## src/rtl/alu_pkg.sv

```systemverilog
// Shared definitions for the ALU request sequencer and its result masking:
// opcode map, sequencer states and the default operand width.
package alu_pkg;

  localparam int ALU_WIDTH = 4;

  localparam logic [3:0] OP_OR_R  = 4'b0000;
  localparam logic [3:0] OP_AND_R = 4'b0001;
  localparam logic [3:0] OP_XOR_R = 4'b0010;
  localparam logic [3:0] OP_AND   = 4'b0011;
  localparam logic [3:0] OP_OR    = 4'b0100;
  localparam logic [3:0] OP_XOR   = 4'b0101;
  localparam logic [3:0] OP_EQ    = 4'b0110;
  localparam logic [3:0] OP_NE    = 4'b0111;
  localparam logic [3:0] OP_LT    = 4'b1000;
  localparam logic [3:0] OP_GE    = 4'b1001;
  localparam logic [3:0] OP_ADD   = 4'b1010;
  localparam logic [3:0] OP_SUB   = 4'b1011;
  localparam logic [3:0] OP_MUL   = 4'b1100;
  localparam logic [3:0] OP_SHL   = 4'b1101;
  localparam logic [3:0] OP_SHR   = 4'b1110;
  localparam logic [3:0] OP_NOT   = 4'b1111;

  typedef enum logic [1:0] {
    ST_IDLE = 2'd0,
    ST_EXEC = 2'd1,
    ST_DONE = 2'd2
  } state_e;

endpackage

```

## src/rtl/alu_result_mask.sv

```systemverilog
// Turns raw ALU result nibbles into the architecturally visible result:
// keeps only the bits each opcode defines, and derives zero/carry flags.
module alu_result_mask import alu_pkg::*; #(
  parameter int WIDTH = ALU_WIDTH
) (
  input  logic [3:0]         opcode_i,
  input  logic [WIDTH-1:0]   alu_x_i,
  input  logic [WIDTH-1:0]   alu_y_i,
  output logic [2*WIDTH-1:0] result_o,
  output logic               zero_o,
  output logic               carry_o
);

  always_comb begin
    result_o = '0;
    case (opcode_i)
      // predicates and reductions produce a single meaningful bit
      OP_OR_R, OP_AND_R, OP_XOR_R,
      OP_EQ, OP_NE, OP_LT, OP_GE:     result_o[0] = alu_x_i[0];
      OP_AND, OP_OR, OP_XOR,
      OP_SUB, OP_NOT:                 result_o[WIDTH-1:0] = alu_x_i;
      OP_ADD:                         result_o[WIDTH:0] = {alu_y_i[0], alu_x_i};
      OP_MUL, OP_SHL, OP_SHR:         result_o = {alu_y_i, alu_x_i};
      default:                        result_o = '0;
    endcase
  end

  assign zero_o  = (result_o == '0);
  assign carry_o = (opcode_i == OP_ADD) && alu_y_i[0];

endmodule

```

## src/rtl/alu_seq.sv

```systemverilog
// Single-issue sequencer in front of an external combinational ALU:
// accept a request, hold ALU inputs for one cycle, capture the masked result.
module alu_seq import alu_pkg::*; #(
  parameter int WIDTH = ALU_WIDTH,
  parameter int CNT_W = 8
) (
  input  logic               clk,
  input  logic               rst,
  input  logic               in_valid,
  output logic               in_ready,
  input  logic [3:0]         in_opcode,
  input  logic [WIDTH-1:0]   in_a,
  input  logic [WIDTH-1:0]   in_b,
  input  logic               in_use_acc,
  output logic [3:0]         alu_opcode,
  output logic [WIDTH-1:0]   alu_a,
  output logic [WIDTH-1:0]   alu_b,
  input  logic [WIDTH-1:0]   alu_x,
  input  logic [WIDTH-1:0]   alu_y,
  output logic               out_valid,
  input  logic               out_ready,
  output logic [2*WIDTH-1:0] out_result,
  output logic [3:0]         out_opcode,
  output logic               out_zero,
  output logic               out_carry,
  output logic [CNT_W-1:0]   op_count,
  output logic               busy
);

  state_e             state_q, state_d;
  logic [3:0]         alu_op_q, out_op_q;
  logic [WIDTH-1:0]   alu_a_q, alu_b_q;
  logic [2*WIDTH-1:0] res_q, acc_q, mask_res;
  logic               zero_q, carry_q, mask_zero, mask_carry;
  logic [CNT_W-1:0]   cnt_q;
  logic               accept, out_hs;

  alu_result_mask #(.WIDTH(WIDTH)) u_mask (
    .opcode_i (alu_op_q),
    .alu_x_i  (alu_x),
    .alu_y_i  (alu_y),
    .result_o (mask_res),
    .zero_o   (mask_zero),
    .carry_o  (mask_carry)
  );

  assign accept = in_valid && (state_q == ST_IDLE);
  assign out_hs = out_ready && (state_q == ST_DONE);

  always_comb begin
    state_d = state_q;
    case (state_q)
      ST_IDLE: if (in_valid) state_d = ST_EXEC;
      ST_EXEC: state_d = ST_DONE;
      ST_DONE: if (out_ready) state_d = ST_IDLE;
      default: state_d = ST_IDLE;
    endcase
  end

  always_ff @(posedge clk) begin
    if (rst) begin
      state_q  <= ST_IDLE;
      alu_op_q <= '0;
      alu_a_q  <= '0;
      alu_b_q  <= '0;
      res_q    <= '0;
      out_op_q <= '0;
      zero_q   <= 1'b0;
      carry_q  <= 1'b0;
      acc_q    <= '0;
      cnt_q    <= '0;
    end else begin
      state_q <= state_d;
      // ALU inputs only move on acceptance, so the ALU never sees a glitch
      if (accept) begin
        alu_op_q <= in_opcode;
        alu_a_q  <= in_use_acc ? acc_q[WIDTH-1:0] : in_a;
        alu_b_q  <= in_b;
      end
      if (state_q == ST_EXEC) begin
        res_q    <= mask_res;
        out_op_q <= alu_op_q;
        zero_q   <= mask_zero;
        carry_q  <= mask_carry;
        acc_q    <= mask_res;
      end
      if (out_hs) cnt_q <= cnt_q + CNT_W'(1);
    end
  end

  // Upper accumulator half is kept for architectural visibility only.
  logic acc_unused;
  assign acc_unused = ^acc_q[2*WIDTH-1:WIDTH];

  assign in_ready   = (state_q == ST_IDLE);
  assign busy       = (state_q != ST_IDLE);
  assign out_valid  = (state_q == ST_DONE);
  assign alu_opcode = alu_op_q;
  assign alu_a      = alu_a_q;
  assign alu_b      = alu_b_q;
  assign out_result = res_q;
  assign out_opcode = out_op_q;
  assign out_zero   = zero_q;
  assign out_carry  = carry_q;
  assign op_count   = cnt_q;

endmodule

```

## config.mk

```make
export PLATFORM = sky130hd
export DESIGN_NAME = alu_seq
export DESIGN_NICKNAME = d
export VERILOG_FILES = /design/src/rtl/alu_pkg.sv /design/src/rtl/alu_result_mask.sv /design/src/rtl/alu_seq.sv
export SDC_FILE = /design/constraint.sdc
export NUM_CORES = 1
export LEC_CHECK = 0
export BUFFER_PORTS_ARGS = -buffer_cell sky130_fd_sc_hd__buf_2
export CORE_ASPECT_RATIO = 1.5
export CORE_MARGIN = 2
export CORE_UTILIZATION = 35
export CTS_BUF_LIST = sky130_fd_sc_hd__clkbuf_8
export CTS_CLUSTER_DIAMETER = 200
export DETAILED_ROUTE_END_ITERATION = 7
export SLEW_MARGIN = 10
export SYNTH_ARGS = -nofsm -noshare
export SYNTH_HDL_FRONTEND = slang
export SYNTH_SLANG_ARGS = --single-unit
```

## constraint.sdc

```tcl
create_clock -name clk -period 1.45 [get_ports clk]
set_clock_uncertainty 0.05 [all_clocks]
set_input_delay 0 -clock clk [delete_from_list [all_inputs] [get_ports clk]]
set_output_delay 0 -clock clk [all_outputs]
set_load 0.005 [all_outputs]
```

==> flow_summary.ini, run 1 <==
[run_status]
outcome = finished clean

[power_and_ir_drop]
vdd_drop_max_mv = 0.619
p_leak_nw = 0.971
power_density_mw_per_mm2 = 978

[place]
dp_hpwl_um = 2700
place_congestion = 0.741
io_buffers = 61

[clocking]
cts.sinks = 36
cts_buffers = 5
clk_pin_slew_worst_paths_ps = 70
htree_levels = 2
clock_path_buffers = 2
cts_root_buf = clkbuf_8
clk_latency_ps = 290
cts_tree = yes

[timing]
final.min_clock_period_ps = 1310
setup_viol = 0
fmax_ghz = 0.762
rsz0062_at_grt = no
slew_headroom_pct = 78.2
fin_setup_tns_ps = 0
report.final.slew_viol_count = 0
whs_ps = 8.17
hold_viol_final = 0
worst_pin_slew_ps = 327
fin_crit_sh_pct = 90.5

[final_layout]
antenna_cells = 0
fillers = 418
final_nets = 287
drive_gt1_share_pct = 30.7
syn_to_final_growth_pct = 44.3

[setup_path]
path_class = reg2reg
r2r-start = state_q[0]
crit_path_start = state_q[0]
r2r_cells = 4
worst_r2r_endpoint = op_count[7]
critPathMaxFanout = 5
start_kind = register
crit_required_ps = 1570
timing.reg2reg.setup_slack_ps = 140
crit_path_end_kind = register
arrival_ps = 1430

[min_path]
holdCritPathClass = in2reg
hold_depth = 3
hold_start = in_a[0]
min_delay_worst_endpoint = alu_a[0]

[grt]
gr-usage-met3_pct = 4.19
grt_max_degree = 17
busiest_layer = met2
grt_use_met1_pct = 17.1
overflow = 0
antenna_found_initial = 0
grtUsageTotal_pct = 16.0
grt_pass1_vias = 1397
grtUsageMet2_pct = 28.9
grt_pass1_wl_um = 6020

[synth]
synth.avg_cell_area_sq_um = 8.30
yosysTopAreaCell = dfxtp_1
synth_seq_area_share_pct = 48.5
synthMuxAreaShare_pct = 3.37
ys_seq_elements = 36
yosysMostFrequentCell = dfxtp_1
synth_edf_count = 0
synth.top_cells.by_count = 36 x dfxtp_1, 35 x nand2_1, 23 x a21oi_1
yosys.area_share.simple_pct = 24.1
synthXorXnorAreaFrac_pct = 2.95
synth_top_family_by_area = simple AND/OR/NAND/NOR gates
synth_cells = 179
syn-cell-area_sq_mm = 0.00149
synth_flop_cell = dfxtp_1
synth_top_area_share_pct = 48.5
synthArstFlopShare_pct = 0
synth_compound_area_share_pct = 16.2
synth_fa_ha_area_share_pct = 0.842
ys_types = 33
yosys-top-cells-area = dfxtp_1 48%, nand2_1 8.8%, a21oi_1 7.7%
syn_nets = 205
yosysWarnings = 0

[drt]
routedWlPerCell_um = 12.3
viasPerCell = 4.80
drt.antenna.violating_nets = 0
wl_um = 3770
route.detailed.drc = 0
dr.pass1.iters = 4
vias = 1474
dr.first_iter.drc_count = 33

[flow_run]
maxCapViolCount = 0

[floorplan]
rows = 29
initial_utilization_pct = 35.6
die_x_um = 57.2
die-area_sq_mm = 0.00480
ioPinCount = 62
core_sq_mm = 0.00417
die_h_um = 83.8
==> sequential cells by signal (all words and copies together), names as in the netlist <==
name and flops:
alu_opcode 4, acc_q 8, out_carry 1, state_q 2, out_opcode 4, out_zero 1
alu_a 4, op_count 8, alu_b 4
==> worst max-delay path: stages (launching register included) <==
cell	delay, ps
dfxtp_1	330
nand3b_1	290
nor4_2	330
xnor2_1	150
nor2_1	50
==> routing by layer <==
metal  up-vias  wire length [um]
met5         -                 0
li1        771                 -
met3         4               179
met2        33              2030
met1       666              1510
met4         0                48
==> cells in the final DEF (no fill, tap or decap) <==
cell	netlist	final
a21o_1	1	1
nand4_1	1	1
buf_12	0	1
buf_4	1	7
a31o_2	1	1
o31ai_1	1	1
nand3_2	0	1
and2b_1	1	1
clkbuf_8	0	7
nor4_2	1	1
nand2b_1	3	3
and2_1	1	1
inv_1	3	3
ha_1	1	1
nand4b_1	1	1
mux2i_1	5	5
a22oi_1	3	3
xor2_1	1	1
nor2b_1	3	3
a211oi_1	5	5
nor2_1	18	18
a41o_1	1	1
dfxtp_1	36	36
nor3b_1	1	1
nand3b_1	2	2
xnor2_1	4	4
nor3_1	4	4
buf_2	3	61
a21oi_1	23	23
nand3_1	5	4
dlygate4sd3_1	0	17
o21ai_0	4	4
a211oi_2	1	1
or3_1	2	2
nand2_1	35	35
==> worst max-delay path by stage <==
stage	endpoint	slack, ps	cells after the start
after floorplan	op_count[4]	220	4
after global placement	op_count[4]	160	4
after detailed placement	op_count[6]	120	4
after CTS	op_count[6]	120	4
after global routing	alu_a[1]	9	5
final	op_count[7]	140	4
==> final cells by class <==
| type | count | area, sq um | share of cell area, % |
|---|---|---|---|
| Clock buffer | 7 | 96.3 | 4.49 |
| Sequential cell | 36 | 721 | 33.6 |
| Tap cell | 46 | 57.6 | 2.68 |
| Timing Repair Buffer | 86 | 548 | 25.6 |
| Multi-Input combinational cell | 129 | 711 | 33.1 |
| Inverter | 3 | 11.3 | 0.525 |
==> power breakdown <==
part	internal, mW	switching [mW]
clock	0.423	0.335
sequential	1.03	0.0311
combinational	0.148	0.135
==> cell families after synthesis <==
group | after synthesis
simple gates | 78
compound gates | 40
flops | 36
buf+inv | 14
xor+xnor | 5
mux | 5
fa+ha+maj | 1
==> per-stage QoR <==
stage | worst slack, ps | area, sq um | std cells | util (%) | total power [mW]
6_report | 138 | 2140 | 307 | 51.4 | 2.10
5_1_grt | 8.80 | 2140 | 307 | 51.4 | 2.19
4_1_cts | 115 | 2140 | 307 | 51.3 | 2.13
3_5_place_dp | 124 | 1870 | 283 | 44.9 | 1.33
3_3_place_gp | 163 | 1870 | 283 | 44.9 | 1.33
2_1_floorplan | 216 | 1490 | 179 | - | 1.21
==> repair_timing <==
action / 4_1_cts / 5_1_grt
hold buffers: 17 / 0
setup endpoints to repair: 0 / 2
gates resized for setup: 0 / 1
endpoints found under the hold margin: 17 / 0
buffers inserted: 0 / 0
Power figures use the tool's default switching activity.
==> run 2, diff against run 1 <==
--- a/config.mk
+++ b/config.mk
@@ -12,6 +12,7 @@
 export CTS_BUF_LIST = sky130_fd_sc_hd__clkbuf_8
 export CTS_CLUSTER_DIAMETER = 200
 export DETAILED_ROUTE_END_ITERATION = 7
+export RECOVER_POWER = 100
 export SLEW_MARGIN = 10
 export SYNTH_ARGS = -nofsm -noshare
 export SYNTH_HDL_FRONTEND = slang
==> flow_summary.ini, run 2 (synthesis results as in run 1) <==
[timing]
worst_pin_slew_ps = 392
fin_setup_tns_ps = 0
fmax_ghz = 0.762
setup_viol = 0
final.min_clock_period_ps = 1310
fin_crit_sh_pct = 90.5
report.final.slew_viol_count = 0
rsz0062_at_grt = no
slew_headroom_pct = 73.7
hold_viol_final = 0

[floorplan]
die_x_um = 57.2
die_h_um = 83.8
initial_utilization_pct = 35.6
core_sq_mm = 0.00417
rows = 29
die-area_sq_mm = 0.00480
ioPinCount = 62

[setup_path]
r2r_cells = 4
critPathMaxStageDelay_ps = 330
r2r-start = state_q[0]
path_class = reg2reg
crit_path_start = state_q[0]
arrival_ps = 1430
cp_cell_sequence = nand3b_1 -> nor4_2 -> xnor2_1 -> nor2_1
critPathMaxFanout = 5
start_kind = register
critical_path.slowest_cell = dfxtp_1
timing.reg2reg.setup_slack_ps = 140
crit_required_ps = 1570
worst_r2r_endpoint = op_count[7]
crit_path_end_kind = register

[clocking]
clock_path_buffers = 2
htree_levels = 2
clk_latency_ps = 280
clk_pin_slew_worst_paths_ps = 70
cts_root_buf = clkbuf_8
cts_buffers = 5
cts.sinks = 36
cts_tree = yes

[power_and_ir_drop]
p_int_mw = 1.59
pwr-share-seq_pct = 50.6
p_leak_nw = 0.929
netSwitchingPower_mw = 0.500
p_comb_share_pct = 13.2
vdd_drop_max_mv = 0.620
clockPowerShare_pct = 36.2
switching_share_pct = 23.9
power_density_mw_per_mm2 = 986

[grt]
grt_pass1_vias = 1397
busiest_layer = met2
overflow = 0
grt_max_degree = 17
grt_pass1_wl_um = 6020
grtUsageTotal_pct = 16.0
grtUsageMet2_pct = 28.9
grt_use_met1_pct = 17.1
gr-usage-met3_pct = 4.19
antenna_found_initial = 0

[final_layout]
seq_area_sq_um = 721
syn_to_final_growth_pct = 42.8
final_nets = 287
antenna_cells = 0
fin_area_sq_mm = 0.00212
final_common_cell = buf_2
post-route-util_pct = 50.9
multiInputGateArea_sq_um = 706
most-common-layout-cells = 52 x buf_2, 36 x dfxtp_1, 35 x nand2_1
fillers = 426
drive_gt1_share_pct = 26.4

[min_path]
hold_depth = 3
min_delay_worst_endpoint = alu_a[0]
hold_start = in_a[0]
holdCritPathClass = in2reg

[flow_run]
maxCapViolCount = 0

[drt]
viasPerCell = 4.80
dr.first_iter.drc_count = 25
vias = 1474
dr.pass1.iters = 4
wl_um = 3780
routedWlPerCell_um = 12.3
route.detailed.drc = 0
drt.antenna.violating_nets = 0

[place]
dp_hpwl_um = 2700
place_congestion = 0.741
post_dp_cell_area_sq_mm = 0.00187
io_buffers = 61

[run_status]
outcome = finished clean
[run 2: per-layer routing]
layer | vias to the layer above | routed length (um)
li1 | 772 | -
met1 | 667 | 1540
met2 | 31 | 2020
met3 | 4 | 166
met4 | 0 | 48
met5 | - | 0
[run 2: how the worst max path moves through the flow]
| stage | to | slack [ps] |
|---|---|---|
| CTS | op_count[6] | 120 |
| detailed placement | op_count[6] | 120 |
| floorplan | op_count[4] | 220 |
| global placement | op_count[4] | 160 |
| finish | op_count[7] | 140 |
| global route | alu_a[1] | 9 |
[run 2: final cells by class]
type	count	share of cell area [%]
well taps	46	2.71
multi-input cells	129	33.3
clock buffers	7	4.54
flip-flops and latches	36	34.0
inverters	3	0.531
repair buffers	86	25.0
[run 2: repair_timing]
item                       4_1_cts  5_1_grt
hold buffers                    17        0
buffers inserted                 0        0
gates resized for setup          0        1
setup endpoints to repair        0        2
hold endpoints to repair        17        0
[run 2: stage by stage]
step | hold WS [ps] | setup slack [ps] | cells | total power [mW]
final | 8.63 | 138 | 307 | 2.09
after global routing | 22.6 | 8.80 | 307 | 2.19
after CTS | 2.57 | 115 | 307 | 2.13
after detailed placement | 198 | 124 | 283 | 1.33
after global placement | 197 | 163 | 283 | 1.33
after floorplan | 86.0 | 216 | 179 | 1.21
[run 2: critical path, delay by kind of cell, from the launching register on]
kind | cells | cell delay [ps]
AND/OR/NAND/NOR | 3 | 670
XOR/XNOR | 1 | 150
flip-flops | 1 | 330
[run 2: power groups by stage]
stage / combinational, mW / sequential (mW) / clock, mW
2_1_floorplan: 0.129 / 1.08 / 0
3_3_place_gp: 0.249 / 1.08 / 0
3_5_place_dp: 0.250 / 1.08 / 0
4_1_cts: 0.286 / 1.06 / 0.785
5_1_grt: 0.308 / 1.06 / 0.816
6_report: 0.277 / 1.06 / 0.757
==> run 3, diff against run 2 <==
--- a/config.mk
+++ b/config.mk
@@ -6,12 +6,13 @@
 export NUM_CORES = 1
 export LEC_CHECK = 0
 export BUFFER_PORTS_ARGS = -buffer_cell sky130_fd_sc_hd__buf_2
+export CAP_MARGIN = 20
 export CORE_ASPECT_RATIO = 1.5
 export CORE_MARGIN = 2
-export CORE_UTILIZATION = 35
-export CTS_BUF_LIST = sky130_fd_sc_hd__clkbuf_8
+export CORE_UTILIZATION = 47
 export CTS_CLUSTER_DIAMETER = 200
 export DETAILED_ROUTE_END_ITERATION = 7
+export PLACE_DENSITY = 0.79
 export RECOVER_POWER = 100
 export SLEW_MARGIN = 10
 export SYNTH_ARGS = -nofsm -noshare
==> flow_summary.ini, run 3 (synthesis results as in run 1) <==
[run_status]
outcome = finished clean

[floorplan]
die-area_sq_mm = 0.00364
core_sq_mm = 0.00310
rows = 25
die_x_um = 49.9
die_h_um = 72.9
ioPinCount = 62
initial_utilization_pct = 48.0

[drt]
vias = 1494
routedWlPerCell_um = 12.1
wl_um = 3590
dr.first_iter.drc_count = 21
route.detailed.drc = 0
viasPerCell = 5.03
drt.antenna.violating_nets = 0
dr.pass1.iters = 4

[clocking]
clk_latency_ps = 280
htree_levels = 2
cts.sinks = 36
clock_path_buffers = 2
postCtsSetupBuffers = 0
cts_root_buf = clkbuf_8
clk_pin_slew_worst_paths_ps = 60
cts_buffers = 5
cts_tree = yes

[timing]
hold_viol_final = 0
fmax_ghz = 0.761
report.final.slew_viol_count = 0
final.min_clock_period_ps = 1310
fin_crit_sh_pct = 90.6
slew_headroom_pct = 71.5
setup_viol = 0
rsz0062_at_grt = no
fin_setup_tns_ps = 0
worst_pin_slew_ps = 428

[grt]
grt_pass1_vias = 1387
grt_pass1_wl_um = 6140
antenna_found_initial = 0
grt_max_degree = 24
overflow = 0
grtUsageTotal_pct = 21.9

[setup_path]
crit_required_ps = 1570
critPathMaxFanout = 5
crit_path_start = state_q[0]
start_kind = register
arrival_ps = 1430
crit_path_end_kind = register
r2r-start = state_q[0]
path_class = reg2reg

[final_layout]
most-common-layout-cells = 50 x buf_2, 36 x dfxtp_1, 35 x nand2_1
final_nets = 285
fin_area_sq_mm = 0.00205
final_common_cell = buf_2
antenna_cells = 0
fillers = 291
syn_to_final_growth_pct = 38.0
drive_gt1_share_pct = 24.9

[min_path]
hold_start = in_a[3]
holdCritPathClass = in2reg

[power_and_ir_drop]
power_density_mw_per_mm2 = 946
vdd_drop_max_mv = 0.828
p_leak_nw = 0.893

[flow_run]
maxCapViolCount = 0

[place]
place_congestion = 0.788
io_buffers = 61
post_dp_cell_area_sq_mm = 0.00185
dp_hpwl_um = 2580
==> run 3: timing repair <==
action,CTS,global route
resized for setup,0,0
endpoints found under the hold margin,16,0
hold buffers,16,0
==> run 3: report_power, final <==
part	switching (mW)	internal (mW)	total, mW	leakage [nW]
combinational	0.132	0.134	0.266	0.564
clock	0.306	0.309	0.615	0.0359
sequential	0.0335	1.03	1.06	0.293
total	0.472	1.47	1.94	0.893
==> run 3: cell type report <==
| cell class | instances | area [sq um] | share of cell area [%] |
|---|---|---|---|
| clock buffers | 5 | 68.8 | 3.35 |
| inverters | 3 | 11.3 | 0.549 |
| well taps | 40 | 50.0 | 2.44 |
| repair buffers | 84 | 495 | 24.1 |
| multi-input cells | 129 | 706 | 34.4 |
| flip-flops and latches | 36 | 721 | 35.1 |
==> run 3: critical path, stage by stage (launching register included) <==
cell	delay, ps
dfxtp_1	330
nand3b_1	300
nor4_2	330
xnor2_1	150
nor2_1	50
==> run 3: through the flow <==
stage          cells  setup slack, ps  hold WS [ps]  utilization (%)  total power, mW
4_1_cts          297              129          5.14             67.0             1.96
3_3_place_gp     276              176           193             59.6             1.31
3_5_place_dp     276              137           195             59.6             1.32
2_1_floorplan    179              216          86.0                -             1.21
5_1_grt          297             20.8          48.2             66.3             2.03
6_report         297              136          17.7             66.3             1.94
==> run 3: final timing paths <==
check | to | slack [ps] | depth (start not counted)
min | alu_a[3] | 20 | 3
max | op_count[7] | 140 | 4
min reg2reg | out_opcode[2] | 400 | 2
max reg2reg | op_count[7] | 140 | 4
==> run 3: per-layer routing <==
metal  global-route usage, %  wire, um  share of wire (%)  up-vias
met5                       0         0                  0        -
met4                    7.41        53                1.5        0
met1                    25.1      1430                 40      689
li1                        -         -                  -      763
met2                    39.6      1950                 54       36
met3                    5.12       145                4.0        6
